==> src/rtl/sprite_ram_loader.sv <==
// Byte-stream to RAM word loader: packs bytes MSB-first into DATA_WIDTH-bit words
// and issues one registered write per word to the sprite/background RAM.
module sprite_ram_loader #(
    parameter int unsigned ADDR_WIDTH = 8,
    parameter int unsigned DATA_WIDTH = 16
) (
    input  logic                  clk,
    input  logic                  rst_n,
    input  logic                  start,
    input  logic [ADDR_WIDTH:0]   length,
    input  logic                  abort,
    input  logic [7:0]            in_data,
    input  logic                  in_valid,
    output logic                  in_ready,
    output logic                  we,
    output logic [ADDR_WIDTH-1:0] waddr,
    output logic [DATA_WIDTH-1:0] wdata,
    output logic                  busy,
    output logic                  done
);

    localparam int unsigned BYTES = DATA_WIDTH / 8;
    localparam int unsigned BCW   = (BYTES > 1) ? $clog2(BYTES) : 1;
    localparam logic [BCW-1:0]      BYTE_LAST = BCW'(BYTES - 1);
    localparam logic [ADDR_WIDTH:0] DEPTH     = {1'b1, {ADDR_WIDTH{1'b0}}};

    typedef enum logic [1:0] {IDLE, COLLECT, WRITE, FINISH} state_e;

    state_e                state_q, state_d;
    logic [ADDR_WIDTH:0]   len_q, len_d;
    logic [ADDR_WIDTH:0]   wcnt_q, wcnt_d;
    logic [BCW-1:0]        bcnt_q, bcnt_d;
    logic [DATA_WIDTH-1:0] word_q, word_d;
    logic [ADDR_WIDTH-1:0] waddr_q, waddr_d;
    logic [DATA_WIDTH-1:0] wdata_q, wdata_d;
    logic                  in_ready_q, we_q, busy_q, done_q;
    logic [ADDR_WIDTH:0]   len_sat;
    logic                  accept;

    assign len_sat = (length > DEPTH) ? DEPTH : length;
    assign accept  = in_valid && in_ready_q;

    always_ff @(posedge clk or negedge rst_n) begin
        if (!rst_n) begin
            state_q    <= IDLE;
            len_q      <= '0;
            wcnt_q     <= '0;
            bcnt_q     <= '0;
            word_q     <= '0;
            waddr_q    <= '0;
            wdata_q    <= '0;
            in_ready_q <= 1'b0;
            we_q       <= 1'b0;
            busy_q     <= 1'b0;
            done_q     <= 1'b0;
        end else begin
            state_q    <= state_d;
            len_q      <= len_d;
            wcnt_q     <= wcnt_d;
            bcnt_q     <= bcnt_d;
            word_q     <= word_d;
            waddr_q    <= waddr_d;
            wdata_q    <= wdata_d;
            in_ready_q <= (state_d == COLLECT);
            we_q       <= (state_d == WRITE);
            busy_q     <= (state_d != IDLE);
            done_q     <= (state_d == FINISH);
        end
    end

    always_comb begin
        state_d = state_q;
        len_d   = len_q;
        wcnt_d  = wcnt_q;
        bcnt_d  = bcnt_q;
        word_d  = word_q;
        waddr_d = waddr_q;
        wdata_d = wdata_q;
        unique case (state_q)
            IDLE: begin
                if (start) begin
                    len_d   = len_sat;
                    wcnt_d  = '0;
                    bcnt_d  = '0;
                    state_d = (len_sat == '0) ? FINISH : COLLECT;
                end
            end
            COLLECT: begin
                if (accept) begin
                    word_d = (word_q << 8) | DATA_WIDTH'(in_data);
                    if (bcnt_q == BYTE_LAST) begin
                        // Write address/data are captured here so they are registered for the WRITE cycle.
                        state_d = WRITE;
                        bcnt_d  = '0;
                        waddr_d = wcnt_q[ADDR_WIDTH-1:0];
                        wdata_d = word_d;
                    end else begin
                        bcnt_d = bcnt_q + 1'b1;
                    end
                end
            end
            WRITE: begin
                wcnt_d  = wcnt_q + 1'b1;
                bcnt_d  = '0;
                state_d = (wcnt_d == len_q) ? FINISH : COLLECT;
            end
            FINISH: begin
                state_d = IDLE;
            end
        endcase
        if (abort) begin
            state_d = IDLE;
        end
    end

    assign in_ready = in_ready_q;
    assign we       = we_q;
    assign waddr    = waddr_q;
    assign wdata    = wdata_q;
    assign busy     = busy_q;
    assign done     = done_q;

endmodule

==> config.mk <==
export PLATFORM = sky130hd
export DESIGN_NAME = sprite_ram_loader
export DESIGN_NICKNAME = d
export VERILOG_FILES = /design/src/rtl/sprite_ram_loader.sv
export SDC_FILE = /design/constraint.sdc
export NUM_CORES = 1
export LEC_CHECK = 0
export BUFFER_PORTS_ARGS = -buffer_cell sky130_fd_sc_hd__buf_2
export CORE_UTILIZATION = 55
export CTS_CLUSTER_SIZE = 14
export DETAILED_ROUTE_END_ITERATION = 8
export PLACE_DENSITY = 0.82
export SYNTH_ARGS = -nofsm -noshare
export SYNTH_HDL_FRONTEND = slang
export SYNTH_SLANG_ARGS = --single-unit
==> constraint.sdc <==
create_clock -name clk -period 1.9 [get_ports clk]
set_clock_uncertainty 0.05 [all_clocks]
set_input_delay 0.57 -clock clk [delete_from_list [all_inputs] [get_ports clk]]
set_output_delay 0.57 -clock clk [all_outputs]
set_load 0.02 [all_outputs]
==> results.txt, run 1 <==
----------------------------------------------------
[Run status]
  Result of the run ... finished clean

[Synthesis]
  Area share of fa/ha/maj cells after synthesis ... 0.4789%
  Number of flops mapped to enable cells by yosys ... 0
  Share of synthesized cell area in and, or, nand and nor gates ... 13.89%
  Synthesized-area fraction occupied by ao, oa, aoi and oai cells ... 8.046%
  YS warnings ... 0
  Multiplexer area fraction after synthesis ... 16.19%
  Ys flop type ... sky130_fd_sc_hd__dfrtp_1
  Post-Synthesis Net Count ... 244
  Yosys reg bits ... 57
  Sequential area share after synthesis ... 54.60%
  Average cell area after synthesis ... 11.82 sq um
  Fraction of post-synthesis cell area in the top cell type by area ... 54.60%
  Number of instances in the synthesized netlist ... 221
  Xor-xnor portion of the synthesized cell area ... 4.310%
  Ys async rst share ... 100.0%
  Count of unique library cells instantiated by Yosys ... 42
  Post-synthesis instance area ... 2613 sq um
  Main combinational cell family by area after synthesis ... multiplexers
  Synth area leader ... sky130_fd_sc_hd__dfrtp_1
  Cell types occupying the most area after synthesis ... sky130_fd_sc_hd__dfrtp_1 (55%), sky130_fd_sc_hd__mux2_2 (15%), sky130_fd_sc_hd__o21ai_0 (2.9%)

[Final layout]
  Most common library cell in the layout ignoring fill and taps ... sky130_fd_sc_hd__dfrtp_1
  Most frequent cells in the layout ... sky130_fd_sc_hd__dfrtp_1 (56), sky130_fd_sc_hd__buf_2 (49), sky130_fd_sc_hd__mux2_2 (34)
  Filler instances ... 340
  Fraction of layout cells with a size suffix above 1 ... 41.05%
  Antenna diode instance count ... 0
  Layout Utilization ... 70.72%
  Layout Nets ... 304
  Syn-to-layout area delta ... 21.12%

[Global route]
  Total global routing overflow ... 0
  Global-route wire length before repair ... 8459 um
  Vias in the first global route ... 1813
  Number of antenna violations at the first check in global routing ... 0
  GRT Util Overall ... 22.89%
  Pin count of the biggest net entering global routing ... 58

[CTS]
  CTS tree ... yes
  Hold-fix buffers at CTS ... 0
  Clock latency at the later pin of the worst-skew pair ... 0.33 ns
  Clock slew at reported path FFs ... 0.06 ns
  CTS max path bufs ... 2
  Clock buffer count from CTS ... 9
  Total clock sinks ... 57
  Master cell of the clock root buffer ... sky130_fd_sc_hd__clkbuf_8
  H-Tree Level Count ... 3

[Worst setup path]
  Kind of start point of the critical path ... flop
  Worst Path Max Fanout ... 6
  Number of cells on the worst reg-to-reg path ... 7
  Arrival time of the worst setup path ... 1.98 ns
  Critical path class ... flop to flop
  Critical Path, Cell by Cell ... ha_4 > nand2_2 > xor2_1 > o22ai_1 > a211o_1 > a21boi_2 > and2_1
  Crit path capture type ... flop
  Endpoint required time on the critical path ... 2.12 ns
  Worst path slowest cell ... sky130_fd_sc_hd__dfrtp_1
  Critical path's largest stage delay ... 0.45 ns

[Floorplanning]
  Number of placement rows ... 24
  DIE AREA ... 5030 sq um
  Floorplan core area ... 4474 sq um
  Die W ... 70.92 um
  Starting density of the core ... 58.39%
  Die Height ... 70.92 um
  Total I/O pin count ... 50

[STA]
  Final setup violation count ... 0
  Fin crit share ... 92.64%
  Upper clock frequency limit ... 568.1 MHz
  Number of endpoints with negative hold slack in the final report ... 0
  RSZ-0062 raised after global routing ... false
  Clock period minus final worst setup slack ... 1.760 ns
  Max-slew violation count ... 0
  Pin slew with the least headroom to its limit ... 0.4127 ns
  Worst slew margin relative to its limit ... 72.24%
  Setup TNS ... 0 ns
  Hold_ws ... 0.1860 ns

[Worst hold path]
  Hold Crit Class ... primary input to asynchronous set/reset pin

[Placement]
  Port Buffers ... 49
  RePlAce Congestion ... 0.8925
  Estimated wirelength of the detail-placed design ... 3592 um

[Drt]
  Number of iterations in the first detailed-routing pass ... 6
  Routed wire length ... 4996 um
  Total via count after detailed routing ... 1833
  DRT antenna net count ... 0
  Drt first-iter violations ... 85
  DRC violations left ... 0
  Via density per instance ... 5.439
  Detail-routed net length per standard cell ... 14.82 um

[Power]
  Maximum vdd ir drop ... 628.6 uV
  Leakage component of the power ... 1.557 nW
  Power per cell area ... 900.8 nW/um^2
  Overall power after layout ... 0.002850 W

[Flow run]
  Max cap viols ... 0

----------------------------------------------------
## layout make-up
| class | count | area [sq um] | area share, % |
|---|---|---|---|
| Timing Repair Buffer | 59 | 345.3 | 10.91 |
| Inverter | 3 | 11.26 | 0.3559 |
| Multi-Input combinational cell | 151 | 1134 | 35.82 |
| Tap cell | 52 | 65.06 | 2.056 |
| Sequential cell | 57 | 1428 | 45.12 |
| Clock inverter | 2 | 12.51 | 0.3954 |
| Clock buffer | 13 | 168.9 | 5.338 |
## per-stage QoR
stage | setup slack (ns) | instances | instance area (sq um)
3_3_place_gp | 0.1339 | 322 | 2969
3_5_place_dp | 0.05118 | 322 | 2969
4_1_cts | 0.01922 | 337 | 3151
6_report | 0.1399 | 337 | 3164
2_1_floorplan | 0.2053 | 221 | 2613
5_1_grt | 0.02966 | 337 | 3164
## Yosys cell counts, types with 2 or more instances
cell type and count:
sky130_fd_sc_hd__a21oi_1 2, sky130_fd_sc_hd__nor4_1 3, sky130_fd_sc_hd__nor3_1 8, sky130_fd_sc_hd__nand3_1 6, sky130_fd_sc_hd__xor2_1 5, sky130_fd_sc_hd__buf_4 3, sky130_fd_sc_hd__buf_2 4, sky130_fd_sc_hd__nor2_1 12
sky130_fd_sc_hd__dfrtp_1 57, sky130_fd_sc_hd__clkbuf_1 2, sky130_fd_sc_hd__mux2_2 34, sky130_fd_sc_hd__inv_1 3, sky130_fd_sc_hd__nand2_1 17, sky130_fd_sc_hd__mux2i_1 4, sky130_fd_sc_hd__a22o_1 3, sky130_fd_sc_hd__o21ai_0 15
sky130_fd_sc_hd__nand3b_1 2, sky130_fd_sc_hd__a21o_1 2, sky130_fd_sc_hd__a31oi_1 2, sky130_fd_sc_hd__xnor2_1 6, sky130_fd_sc_hd__nand2b_1 10
## power breakdown
group | leakage (nW) | internal, W | switching (W)
logic | 0.703 | 0.000197 | 0.000218
registers | 0.762 | 0.00135 | 0.0000795
clock network | 0.0915 | 0.000570 | 0.000436
total | 1.56 | 0.00212 | 0.000734
## state kept, by name, indices dropped and copies added, names as in the netlist
name,count
bcnt_q,1
busy,1
done,1
in_ready,1
len_q,9
state_q,2
waddr,8
wcnt_q,9
wdata,16
we,1
word_q,8
## repair_timing
action,in CTS,in global routing
hold endpoints to repair,0,0
gates resized for setup,0,3
endpoints found under the setup margin,0,4
buffers inserted,0,0
## per-layer routing
metal,global-route usage [%],routed length (um),up-vias
met1,28.50,2261,879
met5,0,0,-
met3,4.843,180,12
li1,-,-,894
met4,15.33,131,0
met2,36.22,2422,48
## kinds of logic after synthesis
kind of cell | Yosys count
xor gates and xnor gates | 12
and+or+nand+nor | 68
DFF | 57
muxes | 38
AOI/OAI and AO/OA | 32
buffers and inverters | 13
adders and majority gates | 1
## worst paths after layout
kind | start | to | slack [ns]
worst max-delay path | wcnt_q[1]$_DFFE_PN0P_ | in_ready$_DFF_PN0_ | 0.14
worst min-delay path | rst_n | waddr[7]$_DFFE_PN0P_ | 0.19
worst max register to register | wcnt_q[1]$_DFFE_PN0P_ | in_ready$_DFF_PN0_ | 0.14
worst min register to register | waddr[5]$_DFFE_PN0P_ | waddr[5]$_DFFE_PN0P_ | 0.45
max in group asynchronous | rst_n | wcnt_q[2]$_DFFE_PN0P_ | 1.38
min in group clk | abort | state_q[1]$_DFF_PN0_ | 0.40
## worst max-delay path: cells and delay by family (launching register included)
kind            cells  cell delay [ns]
compound gates      3             0.61
flops               1             0.45
simple gates        2             0.24
fa+ha+maj           1             0.21
xor+xnor            1             0.14
No activity file was read; power rests on OpenSTA's default activity.
==> run 2, diff against run 1 <==
BUFFER_PORTS_ARGS = -buffer_cell sky130_fd_sc_hd__buf_4   (was -buffer_cell sky130_fd_sc_hd__buf_2)
==> run 2 against run 1 <==
The run now ends with design-rule violations left. Critical path depth did not move. Wire length rose by 2.2%. First-iteration DRC count fell by 7.1%. Utilization rose by 3.4 points. Non-clock buffer count did not move. Hold slack got worse by 0.023 ns. Final area rose by 4.8%. Die area did not move. Maximum frequency fell by 1.5%. Power rose by 4.8%. Critical endpoint unchanged.
==> results.txt, run 2 (synthesized netlist as in run 1, its figures left out) <==
----------------------------------------------------
[Drt]
  Via density per instance ... 5.533 (+1.7%)
  DRT antenna net count ... 0 (unchanged)
  Total via count after detailed routing ... 1870 (+2.0%)
  Routed wire length ... 5106 um (+2.2%)
  Drt first-iter violations ... 79 (-7.1%)
  Number of iterations in the first detailed-routing pass ... 6 (unchanged)
  Detail-routed net length per standard cell ... 15.11 um (+1.9%)
  DRC violations left ... 5 (+5)

[Power]
  Switching fraction of total power ... 25.63% (-0.12 points)
  Part of the total power dissipated in the clock network ... 36.8% (+1.5 points)
  Internal portion of total power ... 0.002222 W (+5.0%)
  Leakage component of the power ... 1.580 nW (+1.4%)
  Power per cell area ... 901.1 nW/um^2 (about the same)
  Logic pwr share ... 15.3% (+0.7 points)
  Overall power after layout ... 0.002988 W (+4.8%)
  Switching component of the power ... 0.0007657 W (+4.3%)
  Part of the power in registers ... 47.8% (-2.3 points)
  Maximum vdd ir drop ... 621.0 uV (-1.2%)

[Global route]
  Met1 demand-to-capacity share in global routing ... 29.97% (+1.5 points)
  Vias in the first global route ... 1804 (-0.50%)
  Global-route wire length before repair ... 8611 um (+1.8%)
  GRT Util Overall ... 23.05% (+0.16 points)
  Pin count of the biggest net entering global routing ... 58 (unchanged)
  Number of antenna violations at the first check in global routing ... 0 (unchanged)
  GRT Max-Usage Layer ... met2
  Global Route met3 Usage ... 6.410% (+1.6 points)
  GRT met2 Usage ... 35.58% (-0.64 points)
  Total global routing overflow ... 0 (unchanged)

[CTS]
  CTS tree ... yes
  Master cell of the clock root buffer ... sky130_fd_sc_hd__clkbuf_8
  Clock buffer count from CTS ... 9 (unchanged)
  Post-CTS setup buffers ... 0 (unchanged)
  H-Tree Level Count ... 3 (unchanged)
  Clock slew at reported path FFs ... 0.06 ns (about the same)
  Hold-fix buffers at CTS ... 0 (unchanged)
  CTS max path bufs ... 2 (unchanged)
  Clock latency at the later pin of the worst-skew pair ... 0.34 ns (about the same)
  Total clock sinks ... 57 (unchanged)

[Final layout]
  Layout Nets ... 304 (unchanged)
  Fraction of layout cells with a size suffix above 1 ... 41.61% (+0.56 points)
  Syn-to-layout area delta ... 26.92%
  Most common library cell in the layout ignoring fill and taps ... sky130_fd_sc_hd__buf_4
  Antenna diode instance count ... 0 (unchanged)
  Most frequent cells in the layout ... sky130_fd_sc_hd__buf_4 (56), sky130_fd_sc_hd__dfrtp_1 (55), sky130_fd_sc_hd__mux2_2 (34)
  Max FFs per register ... 16 (unchanged)
  Layout Utilization ... 74.11% (+3.4 points)
  Count of non-filler cells in the finished layout ... 338 (+0.30%)

[Floorplanning]
  Die Height ... 70.92 um (unchanged)
  Total I/O pin count ... 50 (unchanged)
  Die W ... 70.92 um (unchanged)
  Starting density of the core ... 58.39% (unchanged)
  Floorplan core area ... 4474 sq um (unchanged)
  DIE AREA ... 5030 sq um (unchanged)
  Number of placement rows ... 24 (unchanged)

[Worst setup path]
  Worst Path Max Fanout ... 6 (unchanged)
  Number of cells on the worst reg-to-reg path ... 7 (unchanged)
  Gate family responsible for the most delay along the worst path ... compound AO/OA/AOI/OAI gates
  Reg-to-reg critical path startpoint ... wcnt_q[1]$_DFFE_PN0P_
  Critical path's largest stage delay ... 0.45 ns (about the same)
  Kind of start point of the critical path ... flop
  Crit path capture type ... flop
  Worst path slowest cell ... sky130_fd_sc_hd__dfrtp_2
  Count of buffer and inverter cells on the critical path ... 0 (unchanged)
  Endpoint required time on the critical path ... 2.12 ns (about the same)
  R2r endpoint ... in_ready$_DFF_PN0_
  Critical Path, Cell by Cell ... ha_4 > nand2_2 > xor2_1 > o22ai_1 > a211o_1 > a21boi_2 > and2_1
  Arrival time of the worst setup path ... 2.01 ns (+0.03 ns)
  Critical path class ... flop to flop
  Flop-to-flop setup slack ... 0.11 ns (-0.03 ns)

[STA]
  RSZ-0062 raised after global routing ... false
  Fin crit share ... 94.00% (+1.4 points)
  Upper clock frequency limit ... 559.9 MHz (-1.5%)
  Number of endpoints with negative hold slack in the final report ... 0 (unchanged)
  Pin slew with the least headroom to its limit ... 0.4636 ns (+0.05090 ns)
  Final setup violation count ... 0 (unchanged)
  Clock period minus final worst setup slack ... 1.786 ns (+0.02594 ns)
  Setup TNS ... 0 ns (unchanged)
  Worst slew margin relative to its limit ... 68.82% (-3.4 points)
  Max-slew violation count ... 0 (unchanged)

[Worst hold path]
  Hold Crit Class ... primary input to asynchronous set/reset pin

[Run status]
  Result of the run ... finished with violations
  Failing checks ... design-rule violations

[Placement]
  Port Buffers ... 49 (unchanged)
  RePlAce Congestion ... 0.9004 (+0.89%)
  Estimated wirelength of the detail-placed design ... 3585 um (-0.19%)
  Number of placed instances, taps included ... 322 (unchanged)

[Flow run]
  Max cap viols ... 0 (unchanged)

----------------------------------------------------
==> run 2: cell count changes in the layout (fill, tap and decap cells not counted), sizes merged <==
cell      change
clkbuf        -2
bufinv        +1
clkinvlp      +1
clkinv        +1
==> run 2: how the worst max path moves through the flow <==
stage                          start                 end  cells after the start
2_1_floorplan  wcnt_q[0]$_DFFE_PN0P_  in_ready$_DFF_PN0_                      7
3_3_place_gp   wcnt_q[1]$_DFFE_PN0P_  in_ready$_DFF_PN0_                      7
3_5_place_dp   wcnt_q[1]$_DFFE_PN0P_  in_ready$_DFF_PN0_                      7
4_1_cts        wcnt_q[1]$_DFFE_PN0P_  in_ready$_DFF_PN0_                      7
5_1_grt        wcnt_q[8]$_DFFE_PN0P_  in_ready$_DFF_PN0_                      6
6_report       wcnt_q[1]$_DFFE_PN0P_  in_ready$_DFF_PN0_                      7
==> run 2: worst register-to-register path, stage by stage, from the launching register on <==
cell and delay, ns:
sky130_fd_sc_hd__dfrtp_2 0.45, sky130_fd_sc_hd__ha_4 0.20, sky130_fd_sc_hd__nand2_2 0.08, sky130_fd_sc_hd__xor2_1 0.16, sky130_fd_sc_hd__o22ai_1 0.09, sky130_fd_sc_hd__a211o_1 0.31, sky130_fd_sc_hd__a21boi_2 0.22, sky130_fd_sc_hd__and2_1 0.16
==> run 2: layout make-up <==
type                       count  area [sq um]
tap                           52         65.06
inverter                       3         11.26
clock inverter                 5         55.05
multi-input combinational    151          1134
sequential                    57          1429
timing repair buffer          59         480.5
clock buffer                  11         141.4
fill                         333          1159
==> run 2: power groups by stage <==
stage               clock network (W)  logic, W  registers (W)
finish                        0.00110  0.000458        0.00143
global placement                    0  0.000447        0.00144
floorplan                           0  0.000201        0.00149
global route                  0.00118  0.000498        0.00145
CTS                           0.00112  0.000463        0.00143
detailed placement                  0  0.000459        0.00145
==> run 2: timing repair <==
action | in CTS | in global routing
gates resized for setup | 0 | 4
endpoints found under the hold margin | 0 | 0
endpoints found under the setup margin | 0 | 4
==> run 2: stage by stage <==
stage | instance area (sq um) | setup slack (ns) | hold WS (ns)
floorplan | 2613 | 0.2053 | 0.2244
detailed placement | 3104 | 0.06356 | 0.4374
global route | 3316 | 0.01150 | 0.1726
finish | 3316 | 0.1139 | 0.1629
CTS | 3301 | 0.02703 | 0.1629
global placement | 3104 | 0.1263 | 0.4289
==> run 2: per-layer routing <==
layer / part of all wire [%] / up-vias
li1: - / 894
met1: 45 / 911
met2: 49 / 55
met3: 4.3 / 10
met4: 2.2 / 0
met5: 0 / -
==> run 3, diff against run 2 <==
PLACE_DENSITY = 0.79   (was 0.82)
==> run 3 against run 2 <==
Power shrank 0.16%. Utilization is essentially flat. Largest cell class unchanged. Die area did not move. The flow still finishes with violations (design-rule violations). Cell count up 1.2%. Critical path depth down 1. Non-clock buffer count rose by 4.
==> results.txt, run 3 (synthesized netlist as in run 1, its figures left out) <==
----------------------------------------------------
[Drt]
  Routed wire length ... 5246 um (+2.7%)
  Total via count after detailed routing ... 1870 (unchanged)
  Drt first-iter violations ... 96 (+22%)
  Via density per instance ... 5.468 (-1.2%)
  Number of iterations in the first detailed-routing pass ... 8 (+2)
  DRC violations left ... 7 (+2)
  Detail-routed net length per standard cell ... 15.34 um (+1.5%)
  DRT antenna net count ... 0 (unchanged)

[Worst setup path]
  Kind of start point of the critical path ... flop
  R2r endpoint ... in_ready$_DFF_PN0_
  Reg-to-reg critical path startpoint ... wcnt_q[8]$_DFFE_PN0P_
  Arrival time of the worst setup path ... 1.98 ns (-0.03 ns)
  Flop-to-flop setup slack ... 0.14 ns (+0.03 ns)
  Worst Path Max Fanout ... 4 (-2)
  Number of cells on the worst reg-to-reg path ... 6 (-1)
  Count of buffer and inverter cells on the critical path ... 0 (unchanged)
  Critical path class ... flop to flop
  Critical Path, Cell by Cell ... xnor2_2 > xor2_1 > o22ai_1 > a211o_1 > a21boi_2 > and2_1
  Gate family responsible for the most delay along the worst path ... compound AO/OA/AOI/OAI gates
  Worst path slowest cell ... sky130_fd_sc_hd__dfrtp_1
  Crit path capture type ... flop
  Critical path's largest stage delay ... 0.43 ns (-0.02 ns)
  Endpoint required time on the critical path ... 2.12 ns (about the same)

[STA]
  Setup TNS ... 0 ns (unchanged)
  Clock period minus final worst setup slack ... 1.757 ns (-0.02884 ns)
  Upper clock frequency limit ... 569.1 MHz (+1.6%)
  RSZ-0062 raised after global routing ... false
  Fin crit share ... 92.49% (-1.5 points)
  Number of endpoints with negative hold slack in the final report ... 0 (unchanged)
  Pin slew with the least headroom to its limit ... 0.4458 ns (-0.01784 ns)
  Final setup violation count ... 0 (unchanged)
  Max-slew violation count ... 0 (unchanged)
  Worst slew margin relative to its limit ... 70.02% (+1.2 points)

[Worst hold path]
  Hold Crit Class ... primary input to asynchronous set/reset pin

[Placement]
  RePlAce Congestion ... 0.8755 (-2.8%)
  Estimated wirelength of the detail-placed design ... 3743 um (+4.4%)
  Port Buffers ... 49 (unchanged)

[CTS]
  Clock buffer count from CTS ... 9 (unchanged)
  Master cell of the clock root buffer ... sky130_fd_sc_hd__clkbuf_8
  CTS max path bufs ... 2 (unchanged)
  CTS tree ... yes
  Hold-fix buffers at CTS ... 0 (unchanged)
  Total clock sinks ... 57 (unchanged)
  Clock slew at reported path FFs ... 0.06 ns (about the same)
  Clock latency at the later pin of the worst-skew pair ... 0.33 ns (about the same)
  H-Tree Level Count ... 3 (unchanged)

[Global route]
  Vias in the first global route ... 1846 (+2.3%)
  Pin count of the biggest net entering global routing ... 58 (unchanged)
  Number of antenna violations at the first check in global routing ... 0 (unchanged)
  Total global routing overflow ... 0 (unchanged)
  Global-route wire length before repair ... 8790 um (+2.1%)
  GRT Util Overall ... 23.91% (+0.86 points)

[Final layout]
  Fraction of layout cells with a size suffix above 1 ... 41.38% (-0.23 points)
  Syn-to-layout area delta ... 26.87% (about the same)
  Filler instances ... 324 (-2.7%)
  Max FFs per register ... 16 (unchanged)
  Most common library cell in the layout ignoring fill and taps ... sky130_fd_sc_hd__buf_4
  Most frequent cells in the layout ... sky130_fd_sc_hd__buf_4 (61), sky130_fd_sc_hd__dfrtp_1 (56), sky130_fd_sc_hd__mux2_2 (34)
  Layout Nets ... 308 (+1.3%)
  Antenna diode instance count ... 0 (unchanged)

[Power]
  Leakage component of the power ... 1.603 nW (+1.4%)
  Power per cell area ... 900.0 nW/um^2 (-0.12%)
  Overall power after layout ... 0.002983 W (-0.16%)
  Maximum vdd ir drop ... 561.9 uV (-9.5%)

[Floorplanning]
  Die Height ... 70.92 um (unchanged)
  Total I/O pin count ... 50 (unchanged)
  Floorplan core area ... 4474 sq um (unchanged)
  Number of placement rows ... 24 (unchanged)
  DIE AREA ... 5030 sq um (unchanged)
  Starting density of the core ... 58.39% (unchanged)
  Die W ... 70.92 um (unchanged)

[Run status]
  Failing checks ... design-rule violations
  Result of the run ... finished with violations

[Flow run]
  Max cap viols ... 0 (unchanged)

----------------------------------------------------
==> run 3: per-stage QoR <==
step	hold slack [ns]	util [%]	instance area, sq um	cells	setup slack (ns)
after floorplan	0.2244	-	2613	221	0.2053
after global placement	0.4287	69.77	3122	326	0.1701
after detailed placement	0.4424	69.77	3122	326	0.1306
after CTS	0.1671	73.99	3311	342	0.08370
after global routing	0.1761	74.08	3314	342	0.03233
final	0.1624	74.08	3314	342	0.1428
==> run 3: how the worst max path moves through the flow <==
stage / from / to / slack, ns / cells past startpoint
floorplan: wcnt_q[0]$_DFFE_PN0P_ / in_ready$_DFF_PN0_ / 0.21 / 7
CTS: wcnt_q[0]$_DFFE_PN0P_ / in_ready$_DFF_PN0_ / 0.08 / 7
global route: wcnt_q[8]$_DFFE_PN0P_ / in_ready$_DFF_PN0_ / 0.03 / 6
global placement: wcnt_q[0]$_DFFE_PN0P_ / in_ready$_DFF_PN0_ / 0.17 / 7
detailed placement: wcnt_q[0]$_DFFE_PN0P_ / done$_DFF_PN0_ / 0.13 / 7
finish: wcnt_q[8]$_DFFE_PN0P_ / in_ready$_DFF_PN0_ / 0.14 / 6
==> run 3: what timing repair did <==
action                                  in CTS  in global routing
resized for setup                            0                  2
endpoints found under the hold margin        0                  0
setup buffers                                0                  0
endpoints found under the setup margin       0                  3
==> run 3: metal layers <==
| metal | share of wire [%] | GRT usage, % | vias up | wire (um) |
|---|---|---|---|---|
| met5 | 0 | 0 | - | 0 |
| met4 | 1.9 | 11.33 | 0 | 101 |
| met3 | 4.3 | 6.553 | 11 | 223 |
| met2 | 49 | 38.46 | 45 | 2577 |
| met1 | 45 | 30.23 | 910 | 2343 |
| li1 | - | - | 904 | - |
==> run 3: layout make-up <==
class	count	area, sq um	share of cell area [%]
well taps	52	65.06	1.963
repair buffers	63	498.0	15.02
multi-input cells	151	1124	33.90
clock buffers	13	148.9	4.492
flip-flops and latches	57	1428	43.07
inverters	3	11.26	0.3398
clock inverters	3	40.04	1.208
==> run 3: power by group <==
group	internal [W]	switching, W	total (W)
registers	0.00135	0.0000868	0.00144
logic	0.000238	0.000223	0.000461
clock network	0.000638	0.000448	0.00109
total	0.00223	0.000758	0.00298
